$ cat config.mk
export PLATFORM = sky130hd
export DESIGN_NAME = multiboot_icap_seq
export DESIGN_NICKNAME = d
export VERILOG_FILES = /design/src/rtl/multiboot_icap_seq_pkg.sv /design/src/rtl/multiboot_icap_seq_req_filter.sv /design/src/rtl/multiboot_icap_seq.sv
export SDC_FILE = /design/constraint.sdc
export NUM_CORES = 1
export LEC_CHECK = 0
export BUFFER_PORTS_ARGS = -buffer_cell sky130_fd_sc_hd__buf_4
export CORE_ASPECT_RATIO = 0.8
export CORE_UTILIZATION = 59
export DETAILED_ROUTE_END_ITERATION = 12
export HOLD_SLACK_MARGIN = 0.05
export PLACE_DENSITY = 0.84
export SYNTH_ARGS = -nofsm -noshare
export SYNTH_HDL_FRONTEND = slang
export SYNTH_SLANG_ARGS = --single-unit
$ cat constraint.sdc
create_clock -name CLK -period 4.6 [get_ports CLK]
set_input_delay 0.92 -clock CLK [delete_from_list [all_inputs] [get_ports CLK]]
set_output_delay 0.92 -clock CLK [all_outputs]
set_load 0.005 [all_outputs]
$ cat src/rtl/multiboot_icap_seq_pkg.sv
// Shared constants, state encoding and word-selection helpers for the MultiBoot ICAP sequencer.
package multiboot_icap_seq_pkg;

  // ICAP sync words and type-1 packet headers
  localparam logic [15:0] SyncWord1  = 16'hAA99;
  localparam logic [15:0] SyncWord2  = 16'h5566;
  localparam logic [15:0] HdrCmdWr   = 16'h30A1;
  localparam logic [15:0] HdrGen1Wr  = 16'h3261;
  localparam logic [15:0] HdrGen2Wr  = 16'h3281;
  localparam logic [15:0] HdrModeWr  = 16'h3301;
  localparam logic [15:0] ModeValue  = 16'h3100;
  localparam logic [15:0] HdrGen5Wr  = 16'h32E1;
  localparam logic [15:0] CmdNull    = 16'h0000;
  localparam logic [15:0] CmdIprog   = 16'h000E;
  localparam logic [15:0] NoopWord   = 16'h2000;
  localparam logic [15:0] NullWord   = 16'hFFFF;

  typedef enum logic [1:0] {
    StIdle,
    StSend,
    StNoop,
    StDone
  } state_e;

  // Reverse bit order inside each byte, as the ICAP data pins expect.
  function automatic logic [15:0] bit_swap(logic [15:0] w);
    logic [15:0] r;
    r = '0;
    for (int i = 0; i < 8; i++) begin
      r[i]     = w[7-i];
      r[8+i]   = w[15-i];
    end
    return r;
  endfunction

  // Map packet index to word. idx counts only emitted words, so it is first
  // stretched onto the full 14-entry list by skipping disabled write pairs.
  function automatic logic [15:0] icap_word(logic [3:0]  idx,
                                            logic [23:0] addr,
                                            logic [15:0] uw,
                                            logic [7:0]  read_op,
                                            bit          quad,
                                            bit          gen5);
    logic [3:0]  c;
    logic [15:0] w;
    c = idx;
    if (!quad && c >= 4'd8)  c = c + 4'd2;
    if (!gen5 && c >= 4'd10) c = c + 4'd2;
    case (c)
      4'd0:    w = SyncWord1;
      4'd1:    w = SyncWord2;
      4'd2:    w = HdrCmdWr;
      4'd3:    w = CmdNull;
      4'd4:    w = HdrGen1Wr;
      4'd5:    w = addr[15:0];
      4'd6:    w = HdrGen2Wr;
      4'd7:    w = {read_op, addr[23:16]};
      4'd8:    w = HdrModeWr;
      4'd9:    w = ModeValue;
      4'd10:   w = HdrGen5Wr;
      4'd11:   w = uw;
      4'd12:   w = HdrCmdWr;
      4'd13:   w = CmdIprog;
      default: w = NoopWord;
    endcase
    return w;
  endfunction

endpackage

$ cat src/rtl/multiboot_icap_seq_req_filter.sv
// Reboot request conditioning: 2-FF synchroniser, debounce counter and re-arm latch.
module multiboot_icap_seq_req_filter #(
  parameter int unsigned FilterLen = 4
) (
  input  logic clk_i,
  input  logic rst_i,
  input  logic req_i,
  output logic trig_o
);

  logic       req_s1_q, req_s2_q;
  logic [3:0] cnt_q, cnt_d;
  logic       armed_q, armed_d;
  logic       trig_q, trig_d;

  // Synchroniser is left free-running through reset so that armed can see
  // whether the request is still held when reset is applied.
  always_ff @(posedge clk_i) begin
    req_s1_q <= req_i;
    req_s2_q <= req_s1_q;
  end

  // Saturating level counter, trigger decode and re-arm logic.
  always_comb begin
    cnt_d   = cnt_q;
    armed_d = armed_q;
    trig_d  = 1'b0;
    if (!req_s2_q) begin
      cnt_d   = '0;
      armed_d = 1'b1;
    end else if (cnt_q != 4'(FilterLen)) begin
      cnt_d = cnt_q + 4'd1;
    end
    if (armed_q && req_s2_q && (cnt_d == 4'(FilterLen)) && (cnt_q != 4'(FilterLen))) begin
      trig_d  = 1'b1;
      armed_d = 1'b0;
    end
  end

  // Filter state; reset disarms while the request is still high so a held
  // request cannot restart a freshly reset sequencer.
  always_ff @(posedge clk_i) begin
    if (rst_i) begin
      cnt_q   <= '0;
      armed_q <= ~req_s2_q;
      trig_q  <= 1'b0;
    end else begin
      cnt_q   <= cnt_d;
      armed_q <= armed_d;
      trig_q  <= trig_d;
    end
  end

  assign trig_o = trig_q;

endmodule

$ cat src/rtl/multiboot_icap_seq.sv
// Spartan-6 MultiBoot sequencer: filters a reboot request, latches the target SPI
// address and streams the IPROG packet on registered ICAP-style outputs.
module multiboot_icap_seq
  import multiboot_icap_seq_pkg::*;
#(
  parameter int unsigned          SLOTS      = 4,
  parameter logic [SLOTS*24-1:0]  SLOT_BASE  = {24'h1C0000, 24'h160000, 24'h110000, 24'h0B0000},
  parameter logic [7:0]           READ_OP    = 8'h6B,
  parameter bit                   QUAD_MODE  = 1'b1,
  parameter bit                   WRITE_GEN5 = 1'b1,
  parameter int unsigned          NOOP_CNT   = 4,
  parameter int unsigned          FILTER_LEN = 4
) (
  input  logic        CLK,
  input  logic        MBT_RESET,
  input  logic        MBT_REBOOT,
  input  logic [2:0]  slot_sel,
  input  logic        addr_ovr_en,
  input  logic [23:0] addr_ovr,
  input  logic [15:0] user_word,
  output logic        busy,
  output logic        done,
  output logic        dbg_ce,
  output logic        dbg_wr,
  output logic [15:0] dbg_din
);

  localparam int unsigned NumWords = 10 + 2 * int'(QUAD_MODE) + 2 * int'(WRITE_GEN5);
  localparam logic [3:0]  LastIdx  = 4'(NumWords - 1);
  localparam logic [3:0]  LastNoop = 4'(NOOP_CNT - 1);

  logic        trig;
  logic [23:0] slot_addr;
  logic [15:0] cur_word;

  state_e      state_q;
  logic [3:0]  idx_q;
  logic [3:0]  noop_q;
  logic [23:0] addr_q;
  logic [15:0] uw_q;
  logic        busy_q, done_q;
  logic        ce_q, wr_q;
  logic [15:0] din_q;

  multiboot_icap_seq_req_filter #(
    .FilterLen (FILTER_LEN)
  ) u_req_filter (
    .clk_i  (CLK),
    .rst_i  (MBT_RESET),
    .req_i  (MBT_REBOOT),
    .trig_o (trig)
  );

  // Slot table lookup; out-of-range selects fall back to slot 0.
  always_comb begin
    slot_addr = SLOT_BASE[23:0];
    for (int unsigned i = 1; i < SLOTS; i++) begin
      if (slot_sel == 3'(i)) slot_addr = SLOT_BASE[i*24 +: 24];
    end
  end

  // Word currently selected by the packet index.
  always_comb begin
    cur_word = icap_word(idx_q, addr_q, uw_q, READ_OP, QUAD_MODE, WRITE_GEN5);
  end

  // Sequencer FSM with registered ICAP outputs; pins lag the selected word by one cycle.
  always_ff @(posedge CLK) begin
    if (MBT_RESET) begin
      state_q <= StIdle;
      idx_q   <= '0;
      noop_q  <= '0;
      addr_q  <= '0;
      uw_q    <= '0;
      busy_q  <= 1'b0;
      done_q  <= 1'b0;
      ce_q    <= 1'b1;
      wr_q    <= 1'b1;
      din_q   <= NullWord;
    end else begin
      done_q <= 1'b0;
      case (state_q)
        StIdle: begin
          ce_q  <= 1'b1;
          wr_q  <= 1'b1;
          din_q <= NullWord;
          if (trig) begin
            addr_q  <= addr_ovr_en ? addr_ovr : slot_addr;
            uw_q    <= user_word;
            idx_q   <= '0;
            busy_q  <= 1'b1;
            state_q <= StSend;
          end
        end
        StSend: begin
          ce_q  <= 1'b0;
          wr_q  <= 1'b0;
          din_q <= bit_swap(cur_word);
          if (idx_q == LastIdx) begin
            idx_q   <= '0;
            noop_q  <= '0;
            state_q <= StNoop;
          end else begin
            idx_q <= idx_q + 4'd1;
          end
        end
        StNoop: begin
          ce_q  <= 1'b0;
          wr_q  <= 1'b0;
          din_q <= bit_swap(NoopWord);
          if (noop_q == LastNoop) begin
            state_q <= StDone;
          end else begin
            noop_q <= noop_q + 4'd1;
          end
        end
        StDone: begin
          ce_q    <= 1'b1;
          wr_q    <= 1'b1;
          din_q   <= NullWord;
          busy_q  <= 1'b0;
          done_q  <= 1'b1;
          state_q <= StIdle;
        end
        default: state_q <= StIdle;
      endcase
    end
  end

  assign busy    = busy_q;
  assign done    = done_q;
  assign dbg_ce  = ce_q;
  assign dbg_wr  = wr_q;
  assign dbg_din = din_q;

endmodule

### After elaboration in Yosys (flattened, before gate mapping)

Index checks and enable logic that the tools add are counted.

| operators by class | value |
|---|---|
| reduce and logical (&&, ||, !) cells | 16 |
| eq/ne operators | 27 |
| mux-type cells | 26 |
| bitwise operators | 1 |
| add/subtract/negate cells | 3 |

Operator list:

| operator | number |
|---|---|
| $pmux W16 S13 | 1 |
| $mux W24 | 3 |
| $pmux W16 S3 | 1 |
| $eq A4 B4 Y1 const B | 6 |
| $mux W4 | 6 |
| $mux W21 | 1 |
| $eq A4 B3 Y1 const B | 5 |
| $pmux W4 S2 | 2 |
| $add A4 B1 Y4 const B | 3 |
| $eq A4 B2 Y1 const B | 3 |
| $pmux W2 S4 | 1 |
| $eq A3 B2 Y1 const B | 2 |
| $mux W1 | 6 |
| $mux W2 | 3 |
| $ne A2 B2 Y1 const B | 3 |
| $reduce_and A2 Y1 | 3 |
| $reduce_and A3 Y1 | 2 |
| $reduce_bool A2 Y1 | 3 |
| $reduce_or A2 Y1 | 3 |
| $eq A2 B2 Y1 const B | 2 |
| $eq A4 B1 Y1 const B | 1 |
| $logic_not A4 Y1 | 1 |
| $ne A4 B3 Y1 const B | 1 |
| $pmux W1 S2 | 2 |
| 7 further kinds | 9 |

| storage, ports and cells | value |
|---|---|
| output and inout port bits | 20 |
| flip-flop bits (word level) | 77 |
| word-level logic and storage cells | 87 |
| input bits | 47 |

### Depth between registers and ports, before layout

| logic depth | value |
|---|---|
| word-level depth | 8 |
| gate-level depth with buffers | 7 |
| gate-level depth less buffers | 6 |

### Cells and area by module

From an unflattened synthesis, not the netlist that was laid out.

| second synthesis, totals | value |
|---|---|
| cells, all modules | 428 |
| area total of the unflattened synthesis | 3,525.9 um^2 |

By module, submodules not included:

| module | instances | sequential area each (um^2) | area each (um^2) | cells an instance |
|---|---|---|---|---|
| multiboot_icap_seq | 1 | 1,381.3 | 3,200.6 | 399 |
| multiboot_icap_seq_req_filter | 1 | 170.2 | 325.3 | 29 |

### Worst setup path after synthesis

No wires, ideal clock.

| timing | value |
|---|---|
| path kind | input to register |
| from | input port MBT_RESET |
| to | register u_req_filter.armed_q (data pin) |
| stages | 3 |
| setup slack | 2,770 ps |
| arrival | 1,558 ps |
| buffers on the path | 2 |
| data required time | 4,328 ps |
| setup time | 272 ps |
| path through | clkbuf_1 clkbuf_1 a21boi_0 |

| between the ends | value |
|---|---|
| longest elaborated chain between the ends | 1 |

Ends and longest elaborated chain:

| element | RTL line | text |
|---|---|---|
| from (decl) | multiboot_icap_seq.sv:15 | `input logic MBT_RESET,` |
| $mux W1 | multiboot_icap_seq_req_filter.sv:43 | `if (rst_i) begin` |
| to (signal assigned) | multiboot_icap_seq_req_filter.sv:45 | `armed_q <= ~req_s2_q;` |
| to (signal assigned) | multiboot_icap_seq_req_filter.sv:49 | `armed_q <= armed_d;` |
| to (decl) | multiboot_icap_seq_req_filter.sv:13 | `logic armed_q, armed_d;` |

Every way passes these cells.
A chain may end at the register's enable or synchronous reset.

### Worst setup path in the final report

| timing | value |
|---|---|
| from | register state_q[1] |
| to | register addr_q[20] |

| between the ends | value |
|---|---|
| longest elaborated chain between the ends | 2 |

Ends and longest elaborated chain:

| element | RTL line | text |
|---|---|---|
| from (decl) | multiboot_icap_seq.sv:36 | `state_e state_q;` |
| from (signal assigned) | multiboot_icap_seq.sv:70 | `state_q <= StIdle;` |
| from (signal assigned) | multiboot_icap_seq.sv:92 | `state_q <= StSend;` |
| from (signal assigned) | multiboot_icap_seq.sv:102 | `state_q <= StNoop;` |
| $logic_not A2 Y1 | multiboot_icap_seq.sv:82 | `case (state_q)` |
| $reduce_and A2 Y1 (no line) | -- |  |
| to (signal assigned) | multiboot_icap_seq.sv:88 | `addr_q <= addr_ovr_en ? addr_ovr : slot_addr;` |
| to (decl) | multiboot_icap_seq.sv:39 | `logic [23:0] addr_q;` |

Every way passes these cells.

==> impl_results.md <==
* Net Switching at 0.000414 W
* Placed Area at 3960 um^2
* Max clock buf depth at 2
* GPL Wtd Cong at ~0.9
* Die Width at 88.1 um
* Initial antenna violation count at 0
* Setup TNS at 0 ns
* Post-CTS Resized at 0
* Area fraction in compound gates after synthesis at 0.223
* Die Height at 70.9 um
* Final period utilization at 0.510
* Tot GR Track Use at 0.299
* Worst EP required at a little under 5 ns
* Adder-Cell Fraction of Synth Area at 0.0286
* Final Power at roughly 0.0017 W
* Switching share of power at 0.240
* Overflow after GRT at 0
* RSZ-0062 raised after global routing: false
* Synth warn at 0
* Cell variety after synth at 58
* Root Buffer: clkbuf_8
* Max Cap Viol at 0
* Post-Synth XOR/XNOR Area at 0.0100
* Slew @ Worst Pin at ~1.2 ns
* FP Rows at 24
* Initial core utilization at 0.626
* Layout area overhead at 20.8%
* Fraction of registers with async set/reset at 0
* CTS Buf Count at 9
* CTS sink cnt at 77
* Final Net Count at 533
* Worst-path maximum fanout at 38
* FMAX at 0.426 GHz
* Tightest hold margin at 0.354 ns
* Number of synthesized flops with an enable pin at 1
* Final Setup Violations at 0
* Worst vdd rail ir drop at 0.308 mV
* Crit end category: register
* Final Hold Violating Endpoints at 0
* Mux share of post-synthesis cell area at 0.0143
* Nature of the critical path startpoint: register
* Simple-gate share of the synthesized area at 0.222
* Critical Path AT at between 2 and 3 ns
* Total routed wirelength at 8660 um
* Post-synthesis sequential area ratio at 0.444
* Power share of the clock group at 0.390
* Clock Latency Late Sink at 0.36 ns
* Routed via count at 3,332
* Int Pwr at 0.00131 W
* Comb pwr share at 0.169
* Post-route minimum period at 2.35 ns
* DIE AREA at about 6200 um^2
* Area contributors post-synth: dfxtp_1 44%, a21oi_1 8.4%, nand2_1 7.9%
* Mapped Avg Cell Area at 8.09 um^2
* Drt initial violations at between 300 and 400
* DPL Wire Length at just under 6000 um
* Max Slew Vio Count at 0
* Setup Buffers After CTS at 0
* Cells after Synth at 432
* Synth Register Bits at slightly below 80
* First-pass GRT wire length at between 10,000 and 15,000 um
* Post-synth top area cell: dfxtp_1
* Clock skew at around 0.0076 ns
* Slew headroom at 0.186
* Seq pwr share at 0.441
* Ys flop type: dfxtp_1
* Critical path type: reg2reg
* Final Instance Area at 4220 um^2
* H-tree levels at 3
* Synth top area share at 0.435
* LEAKAGE at 1.62 nW
* Net Count, Synth at 487
* Pwr dens at 408 nW/um^2
* Outcome: finished, final reports clean
* Largest family of logic cells by synthesized area: compound AO/OA/AOI/OAI gates
* Drt first pass iters at 4
* Avg Vias per Cell at 5.94
* Buffers on Ports at 66
* Synth Cell Area at about 3500 um^2
* Cts hold-fix bufs at 0
* Share of layout cells above drive strength 1 at 0.176
* DR WL/cell at 15.4 um
* # IOs at 67
* DRC violations left at 0
* Core area at between 5000 and 6000 um^2
* Antenna cells at 0
* Number of global-route vias before repair at 3,077
* CTS tree: yes
* Largest net degree at the start of global routing at 56
* Antenna-violating nets left at 0
* Worst hold path type: reg2reg
* Clk slew on worst S/H paths at approximately 0.08 ns
[through the flow]
stage / std cells / util / setup slack (ns)
finish: 561 / 0.756 / 2.25
global route: 561 / 0.756 / 1.92
CTS: 561 / 0.756 / 2.20
detailed placement: 545 / 0.709 / 2.25
global placement: 545 / 0.709 / 2.28
floorplan: 432 / - / 2.77
[routing by layer]
metal  global-route usage  vias up  share of wire
li1                     -     1599              -
met4                0.149        0          0.033
met2                0.471      161           0.46
met3               0.0758       27          0.076
met1                0.380     1545           0.43
met5                    0        -              0
[registers in the layout, indices dropped and copies added, names as in the netlist]
| register | flops |
|---|---|
| addr_q | 24 |
| busy | 1 |
| dbg_din | 16 |
| dbg_wr | 1 |
| done | 1 |
| idx_q | 4 |
| noop_q | 4 |
| state_q | 2 |
| u_req_filter.armed_q | 1 |
| u_req_filter.cnt_q | 4 |
| u_req_filter.req_s1_q | 1 |
| u_req_filter.req_s2_q | 1 |
| u_req_filter.trig_o | 1 |
| uw_q | 16 |
[placed cells by master (no fill, tap or decap), types with 6 or more instances in the layout]
master     n
clkbuf_8  10
nand3_1   25
a21oi_1   59
nand2_1   74
nor2b_1    7
nand2b_1   7
ha_1       8
dfxtp_1   76
o21ai_0    6
buf_4     67
inv_1     15
a221oi_1   8
o21ai_1   15
nor2_1    26
[cells in the mapped netlist (2+ instances only)]
master,n
a21o_1,2
nand3b_1,2
nand2_1,74
o211ai_1,2
a32oi_1,2
ha_1,8
buf_1,2
inv_2,2
a21oi_1,59
a21boi_1,5
nor2b_1,7
buf_2,12
o22ai_1,2
nor3_1,3
nand4_1,4
dfxtp_1,76
nand3_1,25
nor2_1,26
clkbuf_1,17
a22o_1,2
o21ai_0,6
o31ai_1,4
a221oi_1,8
and3_1,4
and3b_1,2
mux2i_1,5
inv_1,15
and2_1,3
o21ai_1,15
a22oi_1,2
xnor2_1,3
nand2b_1,7
[area by class of cell]
type	instances	area [um^2]
clock inverters	4	120
well taps	78	97.6
multi-input cells	306	1740
fillers	424	1360
inverters	17	63.8
flip-flops and latches	77	1550
repair buffers	67	503
clock buffers	12	145
[cells by family after synthesis]
kind of cell | count (synthesis)
DFF | 77
adders and majority gates | 8
buffers and inverters | 49
xor gates and xnor gates | 4
muxes | 5
and+or+nand+nor | 164
AOI/OAI and AO/OA | 125
[power by group through the flow]
stage | sequential (W) | clock, W | combinational [W]
final | 0.000759 | 0.000671 | 0.000291
after global routing | 0.000765 | 0.000705 | 0.000326
after CTS | 0.000759 | 0.000678 | 0.000292
after detailed placement | 0.000775 | 0 | 0.000290
after global placement | 0.000775 | 0 | 0.000283
after floorplan | 0.000773 | 0 | 0.000140
[worst paths after layout]
kind,startpoint,depth (start not counted),to,slack (ns)
worst max-delay path,state_q[1]$_SDFFE_PP0P_,6,addr_q[20]$_SDFFE_PP0P_,2.25
worst min-delay path,u_req_filter.req_s1_q$_DFF_P_,0,u_req_filter.req_s2_q$_DFF_P_,0.35
worst max register to register,state_q[1]$_SDFFE_PP0P_,6,addr_q[20]$_SDFFE_PP0P_,2.25
worst min register to register,u_req_filter.req_s1_q$_DFF_P_,0,u_req_filter.req_s2_q$_DFF_P_,0.35
[critical path, stage by stage, from the launching register on]
cell	delay (ns)
dfxtp_1	0.34
inv_1	0.10
ha_1	0.26
and2_1	0.97
o311ai_0	0.30
o21ai_0	0.16
nor2_1	0.06
(Power assumes the default switching activity.)
